File: src/rtl/fpu_norm_arbiter_if.sv
// Request, encoder and result bundle for the shared FPU normaliser.
// slave is the arbiter side; master is the requester/encoder/downstream side.
interface fpu_norm_arbiter_if #(
  parameter int unsigned WIDTH     = 106,
  parameter int unsigned WIDTH_LOG = 7,
  parameter int unsigned EXP_W     = 11
);
  logic                 req0_valid;
  logic [WIDTH-1:0]     req0_mant;
  logic [EXP_W-1:0]     req0_exp;
  logic                 req0_ready;
  logic                 req1_valid;
  logic [WIDTH-1:0]     req1_mant;
  logic [EXP_W-1:0]     req1_exp;
  logic                 req1_ready;
  logic [WIDTH-1:0]     enc_value;
  logic [WIDTH_LOG-1:0] enc_msb;
  logic                 out_valid;
  logic                 out_ready;
  logic [WIDTH-1:0]     out_mant;
  logic [EXP_W-1:0]     out_exp;
  logic                 out_zero;
  logic                 out_uflow;
  logic                 out_src;
  logic                 busy;

  modport slave (
    input  req0_valid, req0_mant, req0_exp, req1_valid, req1_mant, req1_exp,
    input  enc_msb, out_ready,
    output req0_ready, req1_ready, enc_value,
    output out_valid, out_mant, out_exp, out_zero, out_uflow, out_src, busy
  );

  modport master (
    output req0_valid, req0_mant, req0_exp, req1_valid, req1_mant, req1_exp,
    output enc_msb, out_ready,
    input  req0_ready, req1_ready, enc_value,
    input  out_valid, out_mant, out_exp, out_zero, out_uflow, out_src, busy
  );
endinterface

File: src/rtl/fpu_norm_arbiter.sv
// Round-robin arbiter sharing one leading-one encoder and a log-stage
// iterative left-shift normaliser between the multiplier and adder results.
module fpu_norm_arbiter #(
  parameter int unsigned WIDTH     = 106,
  parameter int unsigned WIDTH_LOG = 7,
  parameter int unsigned EXP_W     = 11
) (
  input logic               clk,
  input logic               rst,
  fpu_norm_arbiter_if.slave bus
);
  localparam int unsigned K_W = (WIDTH_LOG > 1) ? $clog2(WIDTH_LOG) : 1;

  typedef enum logic [1:0] {IDLE, ENC, SHIFT, DONE} state_t;

  state_t               state_q, state_d;
  logic                 rr_q, rr_d;
  logic [WIDTH-1:0]     mant_q, mant_d;
  logic [EXP_W-1:0]     exp_q, exp_d;
  logic                 src_q, src_d;
  logic                 zero_q, zero_d;
  logic                 uflow_q, uflow_d;
  logic [WIDTH_LOG-1:0] shamt_q, shamt_d;
  logic [K_W-1:0]       k_q, k_d;
  logic                 valid_q, valid_d;
  logic [WIDTH-1:0]     enc_q, enc_d;
  logic                 grant0_c, grant1_c;
  logic [EXP_W-1:0]     lz_c, shamt_c;
  logic                 uflow_c;

  // Next-state and datapath; the out_* registers double as working registers
  always_comb begin
    state_d  = state_q;
    rr_d     = rr_q;
    mant_d   = mant_q;
    exp_d    = exp_q;
    src_d    = src_q;
    zero_d   = zero_q;
    uflow_d  = uflow_q;
    shamt_d  = shamt_q;
    k_d      = k_q;
    valid_d  = valid_q;
    enc_d    = '0;
    grant0_c = 1'b0;
    grant1_c = 1'b0;
    lz_c     = EXP_W'(WIDTH - 1) - EXP_W'(bus.enc_msb);
    uflow_c  = lz_c > exp_q;
    shamt_c  = uflow_c ? exp_q : lz_c;

    case (state_q)
      IDLE: begin
        // rr_q set means req1 wins a tie
        grant1_c = bus.req1_valid & (~bus.req0_valid | rr_q);
        grant0_c = bus.req0_valid & ~grant1_c;
        if (grant0_c | grant1_c) begin
          mant_d  = grant1_c ? bus.req1_mant : bus.req0_mant;
          exp_d   = grant1_c ? bus.req1_exp : bus.req0_exp;
          src_d   = grant1_c;
          rr_d    = ~grant1_c;
          zero_d  = 1'b0;
          uflow_d = 1'b0;
          enc_d   = mant_d;
          state_d = ENC;
        end
      end
      ENC: begin
        if (mant_q == '0) begin
          zero_d  = 1'b1;
          uflow_d = 1'b0;
          exp_d   = '0;
          valid_d = 1'b1;
          state_d = DONE;
        end else begin
          // Clamp the shift so the biased exponent bottoms out at zero
          shamt_d = WIDTH_LOG'(shamt_c);
          uflow_d = uflow_c;
          exp_d   = exp_q - shamt_c;
          k_d     = '0;
          state_d = SHIFT;
        end
      end
      SHIFT: begin
        if (shamt_q[k_q]) mant_d = mant_q << (32'd1 << k_q);
        k_d = k_q + K_W'(1);
        if (k_q == K_W'(WIDTH_LOG - 1)) begin
          valid_d = 1'b1;
          state_d = DONE;
        end
      end
      DONE: begin
        if (bus.out_ready) begin
          valid_d = 1'b0;
          state_d = IDLE;
        end
      end
      default: state_d = IDLE;
    endcase
  end

  always_ff @(posedge clk) begin
    if (rst) begin
      state_q <= IDLE;
      rr_q    <= 1'b0;
      mant_q  <= '0;
      exp_q   <= '0;
      src_q   <= 1'b0;
      zero_q  <= 1'b0;
      uflow_q <= 1'b0;
      shamt_q <= '0;
      k_q     <= '0;
      valid_q <= 1'b0;
      enc_q   <= '0;
    end else begin
      state_q <= state_d;
      rr_q    <= rr_d;
      mant_q  <= mant_d;
      exp_q   <= exp_d;
      src_q   <= src_d;
      zero_q  <= zero_d;
      uflow_q <= uflow_d;
      shamt_q <= shamt_d;
      k_q     <= k_d;
      valid_q <= valid_d;
      enc_q   <= enc_d;
    end
  end

  assign bus.req0_ready = grant0_c;
  assign bus.req1_ready = grant1_c;
  assign bus.enc_value  = enc_q;
  assign bus.out_valid  = valid_q;
  assign bus.out_mant   = mant_q;
  assign bus.out_exp    = exp_q;
  assign bus.out_zero   = zero_q;
  assign bus.out_uflow  = uflow_q;
  assign bus.out_src    = src_q;
  assign bus.busy       = (state_q != IDLE);
endmodule

File: src/flat_wrapper.sv
// flat-port wrapper written by rule: the top's interface ports become plain ports
module fpu_norm_arbiter_flat 
#(
  parameter int unsigned WIDTH     = 106,
  parameter int unsigned WIDTH_LOG = 7,
  parameter int unsigned EXP_W     = 11
)
  (clk, rst, bus_req0_valid, bus_req0_mant, bus_req0_exp, bus_req1_valid, bus_req1_mant, bus_req1_exp, bus_enc_msb, bus_out_ready, bus_req0_ready, bus_req1_ready, bus_enc_value, bus_out_valid, bus_out_mant, bus_out_exp, bus_out_zero, bus_out_uflow, bus_out_src, bus_busy);
  fpu_norm_arbiter_if #(.WIDTH(WIDTH), .WIDTH_LOG(WIDTH_LOG), .EXP_W(EXP_W)) bus_i ();
  input logic clk;
  input logic rst;
  input wire logic [$bits(bus_i.req0_valid)-1:0] bus_req0_valid;
  input wire logic [$bits(bus_i.req0_mant)-1:0] bus_req0_mant;
  input wire logic [$bits(bus_i.req0_exp)-1:0] bus_req0_exp;
  input wire logic [$bits(bus_i.req1_valid)-1:0] bus_req1_valid;
  input wire logic [$bits(bus_i.req1_mant)-1:0] bus_req1_mant;
  input wire logic [$bits(bus_i.req1_exp)-1:0] bus_req1_exp;
  input wire logic [$bits(bus_i.enc_msb)-1:0] bus_enc_msb;
  input wire logic [$bits(bus_i.out_ready)-1:0] bus_out_ready;
  output wire logic [$bits(bus_i.req0_ready)-1:0] bus_req0_ready;
  output wire logic [$bits(bus_i.req1_ready)-1:0] bus_req1_ready;
  output wire logic [$bits(bus_i.enc_value)-1:0] bus_enc_value;
  output wire logic [$bits(bus_i.out_valid)-1:0] bus_out_valid;
  output wire logic [$bits(bus_i.out_mant)-1:0] bus_out_mant;
  output wire logic [$bits(bus_i.out_exp)-1:0] bus_out_exp;
  output wire logic [$bits(bus_i.out_zero)-1:0] bus_out_zero;
  output wire logic [$bits(bus_i.out_uflow)-1:0] bus_out_uflow;
  output wire logic [$bits(bus_i.out_src)-1:0] bus_out_src;
  output wire logic [$bits(bus_i.busy)-1:0] bus_busy;
  assign bus_i.req0_valid = bus_req0_valid;
  assign bus_i.req0_mant = bus_req0_mant;
  assign bus_i.req0_exp = bus_req0_exp;
  assign bus_i.req1_valid = bus_req1_valid;
  assign bus_i.req1_mant = bus_req1_mant;
  assign bus_i.req1_exp = bus_req1_exp;
  assign bus_i.enc_msb = bus_enc_msb;
  assign bus_i.out_ready = bus_out_ready;
  assign bus_req0_ready = bus_i.req0_ready;
  assign bus_req1_ready = bus_i.req1_ready;
  assign bus_enc_value = bus_i.enc_value;
  assign bus_out_valid = bus_i.out_valid;
  assign bus_out_mant = bus_i.out_mant;
  assign bus_out_exp = bus_i.out_exp;
  assign bus_out_zero = bus_i.out_zero;
  assign bus_out_uflow = bus_i.out_uflow;
  assign bus_out_src = bus_i.out_src;
  assign bus_busy = bus_i.busy;
  fpu_norm_arbiter #(.WIDTH(WIDTH), .WIDTH_LOG(WIDTH_LOG), .EXP_W(EXP_W)) u_core (.clk(clk), .rst(rst), .bus(bus_i));
endmodule
File: config.mk
export PLATFORM = sky130hd
export DESIGN_NAME = fpu_norm_arbiter_flat
export DESIGN_NICKNAME = d
export VERILOG_FILES = /design/src/rtl/fpu_norm_arbiter_if.sv /design/src/rtl/fpu_norm_arbiter.sv /design/src/flat_wrapper.sv
export SDC_FILE = /design/constraint.sdc
export NUM_CORES = 1
export LEC_CHECK = 0
export BUFFER_PORTS_ARGS = -buffer_cell sky130_fd_sc_hd__buf_2
export CAP_MARGIN = 20
export CELL_PAD_IN_SITES_DETAIL_PLACEMENT = 1
export CELL_PAD_IN_SITES_GLOBAL_PLACEMENT = 2
export CORE_MARGIN = 2
export CORE_UTILIZATION = 31
export DETAILED_ROUTE_END_ITERATION = 16
export PLACE_DENSITY_LB_ADDON = 0.1
export SLEW_MARGIN = 20
export SYNTH_ARGS = -nofsm -noshare
export SYNTH_HDL_FRONTEND = slang
export SYNTH_SLANG_ARGS = --single-unit
File: constraint.sdc
create_clock -name clk -period 7.9 [get_ports clk]
set_input_delay 0.395 -clock clk [delete_from_list [all_inputs] [get_ports clk]]
set_output_delay 0.395 -clock clk [all_outputs]
set_load 0.05 [all_outputs]
# Word-level counts from Yosys, hierarchy flattened
# Index checks and enable logic that the tools add are counted.
# totals
reg_bits,240
out_inout_bits,230
# classes
bitwise_logic,9
n_reduce_logical,16
mux,28
n_shift,2
n_lt_le_gt_ge,2
n_addsub,3
n_eq_ne,10
# op_table
op,n
$mux 106,3
$pmux 106 s2,1
$logic_not 106->1,1
$shl 106x32->106,1
$mux 11,4
$shl 1x3->32 const A,1
$pmux 11 s2,1
$gt 11x11->1,1
$sub 11x11->11,1
$mux 1,9
$reduce_and 3->1,3
$ne 2x1->1 const B,4
$pmux 2 s4,1
$reduce_and 2->1,4
$reduce_bool 2->1,4
$sub 7x7->8 const A,1
$mux 2,3
$pmux 3 s2,1
$not 1->1,5
$eq 2x2->1 const B,2
$lt 3x4->1 const B,1
$ne 2x2->1 const B,2
$pmux 1 s2,2
$reduce_and 4->1,1
11 further kinds,13

# Logic depth before layout (Yosys ltp)
# Gate-level depths: netlist of run 1.
# depth
word_depth,8
mapped_depth,22
mapped_depth_nobuf,21

# Worst setup path after synthesis of run 1
# Ideal clock, no wire load.
# synth_path
kind,input-to-reg
startpoint,in bus_enc_msb[1]
endpoint,reg u_core.exp_q[9] (netlist: u_core.bus.out_exp[9])
stages,20
required_time_ps,7784
setup_ps,116
slack_ps,3697
t_arrival_ps,4087
cell_sequence,inv_1 > ha_1 > nor2b_1 > o211ai_1 > inv_1 > ha_1 > a21o_1 > a21o_1 > a211oi_1 > a21oi_1 > clkbuf_1 > a21oi_1 > ha_1 > nor2b_1 > o21ai_0 > a21o_1 > a311oi_1 > o21a_1 > or3_1 > a41o_1
# synth_between
elab_chain_cells,6
# synth_rtl
element,line,rtl
"start, declared",flat_wrapper.sv:18,input wire logic [$bits(bus_i.enc_msb)-1:0] bus_enc_msb;
$sub 7x7->8 (*),fpu_norm_arbiter.sv:46,lz_c = EXP_W'(WIDTH - 1) - EXP_W'(bus.enc_msb);
$gt 11x11->1,fpu_norm_arbiter.sv:47,uflow_c = lz_c > exp_q;
$mux 11 (*),fpu_norm_arbiter.sv:48,shamt_c = uflow_c ? exp_q : lz_c;
$sub 11x11->11 (*),fpu_norm_arbiter.sv:77,exp_d = exp_q - shamt_c;
$mux 11 (*),fpu_norm_arbiter.sv:67,if (mant_q == '0) begin
$pmux 11 s2 (*),fpu_norm_arbiter.sv:50,case (state_q)
"end signal, assigned",fpu_norm_arbiter.sv:117,exp_q <= exp_d;
"end, declared",fpu_norm_arbiter.sv:19,"logic [EXP_W-1:0] exp_q, exp_d;"
# Every way passes the cells marked *; elsewhere a longest branch is shown, timed or not.
# A chain may end at the register's enable or synchronous reset.

# Final worst setup path of run 1
# layout_path
startpoint,reg u_core.k_q[0]
endpoint,reg u_core.mant_q[104] (netlist: u_core.bus.out_mant[104])
# layout_between
elab_chain_cells,4
# layout_rtl
element,line,rtl
"start, declared",fpu_norm_arbiter.sv:24,"logic [K_W-1:0] k_q, k_d;"
"start signal, assigned",fpu_norm_arbiter.sv:122,k_q <= k_d;
$shl 1x3->32 or $bmux 1 s3 (tied branches),fpu_norm_arbiter.sv:83,if (shamt_q[k_q]) mant_d = mant_q << (32'd1 << k_q);
$shl 106x32->106 or $mux 1 (tied branches),fpu_norm_arbiter.sv:83,
$mux 106 or $ne 2x1->1 (tied branches),n/a,
$pmux 106 s2 or $reduce_and 3->1 (tied branches),n/a,
"end signal, assigned",fpu_norm_arbiter.sv:116,mant_q <= mant_d;
"end, declared",fpu_norm_arbiter.sv:18,"logic [WIDTH-1:0] mant_q, mant_d;"
# Several ways; a longest one is shown, not always the timed one. The select of a mux whose other input is x is not followed.

==> Implementation_results.wiki, run 1 <==
{| class="wikitable"
! Metric !! Value
|-
| Critical Path Sink Type || flop
|-
| Aggregate routed wire length || 130000 microns
|-
| Growth of design area from synthesis to finish || 21.3%
|-
| Kind of critical path || flop to flop
|-
| Endpoints failing setup || 0
|-
| HPWL after detailed placement || 98900 microns
|-
| Core region area || 61400 sq um
|-
| Fin crit period || 5230 ps
|-
| Global-route wire length before repair || 180000 microns
|-
| Portion of the post-synthesis area used by sequential elements || 25.1%
|-
| Commonest register cell after synthesis || dfxtp_1
|-
| Pins Over Slew Limit || 0
|-
| Violation count after the first detailed-routing iteration || 2936
|-
| Peak supply drop || 0.000202 V
|-
| Status || finished clean
|-
| Slew at the pin closest to its max-slew limit || 1210 ps
|-
| Number of endpoints with negative hold slack in the final report || 0
|-
| Count of max-cap constraint violations || 0
|-
| Reg2reg setup slack || 2670 ps
|-
| Largest delay contributor family on the critical path || multiplexers
|-
| Die Ht || 252 microns
|-
| Placed Instance Area || 22000 sq um
|-
| Critical path cell sequence || inv_1 > ha_2 > nand2b_4 > buf_4 > buf_4 > mux4_1 > mux2i_1 > mux4_2 > nor2_1 > o41ai_1 > a31oi_1
|-
| Hold Path Sink || u_core.bus.enc_value[58]
|-
| Number of synthesized flops with an enable pin || 0
|-
| Horizontal extent of the die || 252 microns
|-
| Grt ovf || 0
|-
| Number of hold-repair buffers added at the cts stage || 0
|-
| RSZ-0062 raised after global routing || no
|-
| Worst r2r path cells || 11
|-
| Min-Delay Path Class || input pin to flop
|-
| Setup TNS Final || 0 ps
|-
| Num ports || 476
|-
| Count of nets left with antenna violations after detail routing || 0
|-
| Buffers plus inverters on the worst setup path || 3
|-
| Min-Delay Startpoint || bus_req0_mant[58]
|-
| Routed vias/inst || 6.66
|-
| Total CTS buffers || 34
|-
| Top library cells by usage in the layout, fill and taps aside || buf_2, nor2_1, mux2i_1, dfxtp_1, nand2_1
|-
| Most common cell type on the critical path || buf_4
|-
| Mean instance size in the synthesized netlist || 8.88 sq um
|-
| Startpoint types || flop
|-
| Most common cell after layout, fill and taps aside || buf_2
|-
| Effective utilization at floorplan || 31.1%
|-
| Count of port buffers added during placement || 475
|-
| Critical R2R Capture || u_core.bus.out_mant[104]
|-
| Num Clock Sinks || 240
|-
| Cell chosen for the clock root || clkbuf_16
|-
| Data required time at the worst endpoint || 8330 ps
|-
| Count of nets after finishing || 2800
|-
| Via Count || 22.2k
|-
| Worst skew pair latency || 580 ps
|-
| Power density over the cells || 519 nW/um^2
|-
| Clock transition at the register clock pins on the worst setup and hold paths after CTS || 60 ps
|-
| Number of setup buffers added after CTS || 0
|-
| Rel. slew slack || 18.5%
|-
| Maximum fanout along the worst path || 47
|-
| Number of fill cells || 7247
|-
| Share of layout cells above drive strength 1 || 31.3%
|-
| Delay of the slowest critical-path stage || 730 ps
|-
| Final cell area excluding filler cells || 23200 sq um
|-
| Synthesized flop and latch total || 240
|-
| Highest clock frequency the design can meet || 191 MHz
|-
| TritonCTS clock tree || built
|-
| Die area || 63700 sq um
|-
| Wirelength per Cell || 39.1 microns
|-
| Util after Layout || 37.8%
|-
| Site Rows || 91
|-
| Distinct cell type count after synthesis || 90
|-
| Post-cts repair resize count || 0
|-
| RePlAce Congestion || 1.08
|-
| Vias in the first global route || 21.8k
|-
| Post-synthesis cell count || 2152
|-
| WP data arrival || 5660 ps
|-
| Highest-delay cell along the critical path || buf_4
|-
| Layout Skew || 34.0 ps
|-
| Reg-to-reg critical path startpoint || u_core.k_q[0]
|-
| All-layer global routing usage || 39.9%
|-
| Synthesized Nets || 2431
|-
| Initial antenna violation count || 8
|-
| First-pass iteration count of the detailed router || 5
|-
| Reported leakage power || 0.00984 uW
|-
| H-tree depth || 2
|-
| Synthesis Warnings || 0
|-
| Async SR Flop Fraction || 0%
|-
| Final clock period utilization by the worst path || 66.2%
|-
| DR DRC count || 0
|-
| Cell area after technology mapping || 19100 sq um
|-
| Worst hold stages || 3
|-
| Maximum root-to-sink buffer count || 3
|-
| Largest net degree at the start of global routing || 120
|}
[worst reg2reg max path, stage by stage, from the launching register on]
cell and delay (ps):
dfxtp_1 520, inv_1 140, ha_2 230, nand2b_4 60, buf_4 610, buf_4 770, mux4_1 760, mux2i_1 660
mux4_2 420, nor2_1 60, o41ai_1 690, a31oi_1 170
[synthesized netlist by cell type, drive strengths merged, types with 11 or more instances]
library cell | instances | share of area, %
a211oi | 43 | 1.8
a21oi | 118 | 3.1
a221oi | 24 | 1.1
a22oi | 26 | 1.0
a31oi | 27 | 0.88
and2 | 15 | 0.49
buf | 101 | 3.5
clkbuf | 101 | 2.0
dfxtp | 240 | 25
ha | 32 | 2.1
inv | 41 | 0.81
mux2 | 30 | 1.8
mux2i | 241 | 13
mux4 | 120 | 14
nand2 | 131 | 2.6
nand2b | 11 | 0.41
nand3 | 33 | 0.86
nand4 | 13 | 0.43
nor2 | 283 | 5.6
nor2b | 11 | 0.36
nor3 | 39 | 1.0
nor4 | 46 | 1.5
o211ai | 23 | 0.90
o21a | 11 | 0.43
o21ai | 124 | 3.2
o221a | 22 | 1.3
o221ai | 28 | 1.3
o22ai | 35 | 1.1
[final cells by class]
type / instances / area, sq um / share of cell area, %
Multi-Input combinational cell: 1666 / 13200 / 57.0
Clock buffer: 43 / 955 / 4.12
Timing Repair Buffer: 536 / 2850 / 12.3
Sequential cell: 240 / 4800 / 20.7
Inverter: 43 / 161 / 0.696
Antenna cell: 5 / 12.5 / 0.0540
Tap cell: 790 / 988 / 4.26
Clock inverter: 18 / 199 / 0.858
[flip-flops by register name (all words and copies together), names as in the netlist]
| signal | cells |
|---|---|
| u_core.bus.out_exp | 11 |
| u_core.bus.out_uflow | 1 |
| u_core.bus.out_src | 1 |
| u_core.bus.enc_value | 106 |
| u_core.rr_q | 1 |
| u_core.state_q | 2 |
| u_core.bus.out_valid | 1 |
| u_core.k_q | 3 |
| u_core.bus.out_zero | 1 |
| u_core.shamt_q | 7 |
| u_core.bus.out_mant | 106 |
[report_power, final]
part           switching [uW]  internal [uW]
Combinational            5600           2380
Clock                     677            962
Sequential                849           1570
Total                    7120           4910
[worst max-delay path by stage]
stage	start	endpoint	cells past startpoint	slack, ps
floorplan	bus_enc_msb[1]	u_core.bus.out_exp[9]	20	3700
global placement	u_core.k_q[0]	u_core.bus.out_mant[104]	11	2760
detailed placement	u_core.k_q[0]	u_core.bus.out_mant[104]	11	2740
CTS	u_core.k_q[0]	u_core.bus.out_mant[104]	11	2700
global route	u_core.k_q[0]	u_core.bus.out_mant[104]	11	2530
finish	u_core.k_q[0]	u_core.bus.out_mant[104]	11	2670
[per-stage QoR]
| stage | setup WS, ps | hold slack [ps] | total power, uW | cells |
|---|---|---|---|---|
| final | 2670 | 109 | 12000 | 3341 |
| after global routing | 2530 | 116 | 12300 | 3336 |
| after CTS | 2700 | 93.8 | 11700 | 3335 |
| after detailed placement | 2740 | 462 | 10000 | 3274 |
| after global placement | 2760 | 458 | 10000 | 3274 |
| after floorplan | 3700 | 448 | 6970 | 2152 |
[cell families after synthesis]
logic type / count (synthesis) / synth area share, %
adder cells (fa/ha/maj): 33 / 2.20
AND/OR/NAND/NOR: 624 / 14.8
AO/OA/AOI/OAI: 605 / 22.1
buffers and inverters: 246 / 6.39
multiplexers: 391 / 28.8
flip-flops: 240 / 25.1
XOR/XNOR: 13 / 0.596
[routing by layer]
layer / part of all wire, % / GRT usage (%) / vias up
met2: 42 / 58.0 / 1573
met1: 40 / 52.4 / 11300
met3: 11 / 12.6 / 366
li1: - / - / 9032
met4: 6.3 / 21.6 / 4
met5: 0.021 / 0 / -
Note: power is estimated with default switching activity, not from simulation.
==> inputs of run 2 (changes only) <==
==> constraint.sdc (replaced) <==
create_clock -name clk -period 5.4 [get_ports clk]
set_input_delay 0.27 -clock clk [delete_from_list [all_inputs] [get_ports clk]]
set_output_delay 0.27 -clock clk [all_outputs]
set_load 0.05 [all_outputs]
==> Implementation_results.wiki, run 2 (synthesized netlist as in run 1, its figures left out) <==
{| class="wikitable"
! Metric !! Value
|-
| Total CTS buffers || 31 (-8.8%)
|-
| Data required time at the worst endpoint || 5930 ps (-2400 ps)
|-
| Hold Path Sink || u_core.bus.enc_value[85]
|-
| HPWL after detailed placement || 101000 microns (+1.9%)
|-
| Initial antenna violation count || 11 (+3)
|-
| Layout Skew || 17.1 ps (-17.0 ps)
|-
| Slew at the pin closest to its max-slew limit || 1260 ps (+44.1 ps)
|-
| Worst hold stages || 3 (unchanged)
|-
| Global-route wire length before repair || 180000 microns (+0.35%)
|-
| Worst skew pair latency || 600 ps (+20 ps)
|-
| Startpoint types || flop
|-
| Number of hold-repair buffers added at the cts stage || 93 (+93)
|-
| Maximum fanout along the worst path || 51 (+8.5%)
|-
| Effective utilization at floorplan || 31.1% (unchanged)
|-
| Top library cells by usage in the layout, fill and taps aside || buf_2, nor2_1, mux2i_1, dfxtp_1, nand2_1
|-
| Clock transition at the register clock pins on the worst setup and hold paths after CTS || 60 ps (about the same)
|-
| Share of layout cells above drive strength 1 || 31.7% (+0.39 points)
|-
| DR DRC count || 0 (unchanged)
|-
| Fin crit period || 4320 ps (-911 ps)
|-
| Reg-to-reg critical path startpoint || u_core.k_q[2]
|-
| Count of nets after finishing || 2959 (+5.7%)
|-
| Reg2reg setup slack || 1080 ps (-1590 ps)
|-
| Placed cells || 3344 (+2.1%)
|-
| Setup TNS Final || 0 ps (unchanged)
|-
| Core region area || 61400 sq um (unchanged)
|-
| Endpoints failing setup || 0 (unchanged)
|-
| Number of endpoints with negative hold slack in the final report || 0 (unchanged)
|-
| Aggregate routed wire length || 130000 microns (-0.51%)
|-
| Vias in the first global route || 22.6k (+3.8%)
|-
| Min-Delay Startpoint || bus_req0_mant[85]
|-
| Non-filler cells in the finished layout || 3495 (+4.6%)
|-
| Number of setup buffers added after CTS || 0 (unchanged)
|-
| Largest net degree at the start of global routing || 68 (-43%)
|-
| Horizontal extent of the die || 252 microns (unchanged)
|-
| Kind of critical path || flop to flop
|-
| Violation count after the first detailed-routing iteration || 2570 (-12%)
|-
| TritonCTS clock tree || built
|-
| Critical R2R Capture || u_core.bus.out_mant[75]
|-
| WP data arrival || 4850 ps (-810 ps)
|-
| Maximum root-to-sink buffer count || 3 (unchanged)
|-
| Peak supply drop || 0.000260 V (+28%)
|-
| Cell chosen for the clock root || clkbuf_16
|-
| First-pass iteration count of the detailed router || 6 (+1)
|-
| Power density over the cells || 729 nW/um^2 (+40%)
|-
| Wirelength per Cell || 37.1 microns (-4.9%)
|-
| Count of max-cap constraint violations || 0 (unchanged)
|-
| Rel. slew slack || 15.5% (-3.0 points)
|-
| Min-Delay Path Class || input pin to flop
|-
| Site Rows || 91 (unchanged)
|-
| Growth of design area from synthesis to finish || 28.8%
|-
| Via Count || 22.4k (+0.93%)
|-
| Count of port buffers added during placement || 475 (unchanged)
|-
| Most common cell after layout, fill and taps aside || buf_2
|-
| Pins Over Slew Limit || 0 (unchanged)
|-
| Status || finished clean
|-
| Count of nets left with antenna violations after detail routing || 0 (unchanged)
|-
| RSZ-0062 raised after global routing || no
|-
| Worst r2r path cells || 10 (-1)
|-
| Die area || 63700 sq um (unchanged)
|-
| RePlAce Congestion || 1.03 (-4.6%)
|-
| Highest clock frequency the design can meet || 231 MHz (+21%)
|-
| Post-cts repair resize count || 0 (unchanged)
|-
| All-layer global routing usage || 39.7% (-0.20 points)
|-
| Num Clock Sinks || 240 (unchanged)
|-
| Final clock period utilization by the worst path || 80.0% (+14 points)
|-
| Reported leakage power || 0.0105 uW (+7.1%)
|-
| Die Ht || 252 microns (unchanged)
|-
| Routed vias/inst || 6.42 (-3.5%)
|-
| Grt ovf || 0 (unchanged)
|-
| Num ports || 476 (unchanged)
|-
| Critical Path Sink Type || flop
|-
| H-tree depth || 1 (-1)
|}
-- run 2: where the power goes --
group	internal, uW	switching, uW	total [uW]
Combinational	3850	8320	12200
Clock	1360	946	2310
Sequential	2300	1150	3450
Total	7510	10400	17900
-- run 2: worst max path at each step --
| stage | slack (ps) | to | cells after the start | from |
|---|---|---|---|---|
| floorplan | 1320 | u_core.bus.out_exp[9] | 20 | bus_enc_msb[1] |
| global placement | 770 | u_core.bus.out_exp[10] | 22 | bus_enc_msb[1] |
| detailed placement | 660 | u_core.bus.out_exp[9] | 21 | bus_enc_msb[1] |
| CTS | 1260 | u_core.bus.out_exp[9] | 21 | bus_enc_msb[1] |
| global route | 810 | u_core.bus.out_exp[9] | 21 | bus_enc_msb[1] |
| finish | 1080 | u_core.bus.out_mant[75] | 10 | u_core.k_q[2] |
-- run 2: final cells by class --
| type | instances | area (sq um) |
|---|---|---|
| Antenna cell | 1 | 2.50 |
| Clock buffer | 38 | 852 |
| Clock inverter | 19 | 245 |
| Fill cell | 7225 | 36800 |
| Inverter | 43 | 161 |
| Multi-Input combinational cell | 1666 | 13200 |
| Sequential cell | 240 | 4800 |
| Tap cell | 790 | 988 |
| Timing Repair Buffer | 698 | 4360 |
-- run 2: per-layer routing --
layer  routed length, microns  GRT usage, %  vias up
met5                      165          1.16        -
met4                     7400          18.9       12
met3                    13200          9.99      307
met2                    55400          59.5     1432
met1                    53600          53.1    11400
li1                         -             -     9339
-- run 2: stage by stage --
| step | worst slack [ps] | util [%] | hold slack [ps] | total power [uW] | cell area [sq um] |
|---|---|---|---|---|---|
| final | 1080 | 40.1 | 8.30 | 17900 | 24600 |
| after CTS | 1260 | 40.1 | 0.298 | 17500 | 24600 |
| after global placement | 773 | 36.8 | 448 | 15000 | 22600 |
| after detailed placement | 659 | 36.8 | 454 | 15100 | 22600 |
| after global routing | 815 | 40.1 | 5.38 | 18400 | 24600 |
| after floorplan | 1320 | - | 389 | 10200 | 19100 |
-- run 2: critical path, cell delays in order, from the launching register on --
cell	delay, ps
dfxtp_1	570
clkinv_1	410
ha_4	510
a21oi_1	900
nand2_1	310
a2bb2oi_1	210
nor2_1	140
nor4_2	60
buf_4	140
o21ai_0	720
a22o_1	250
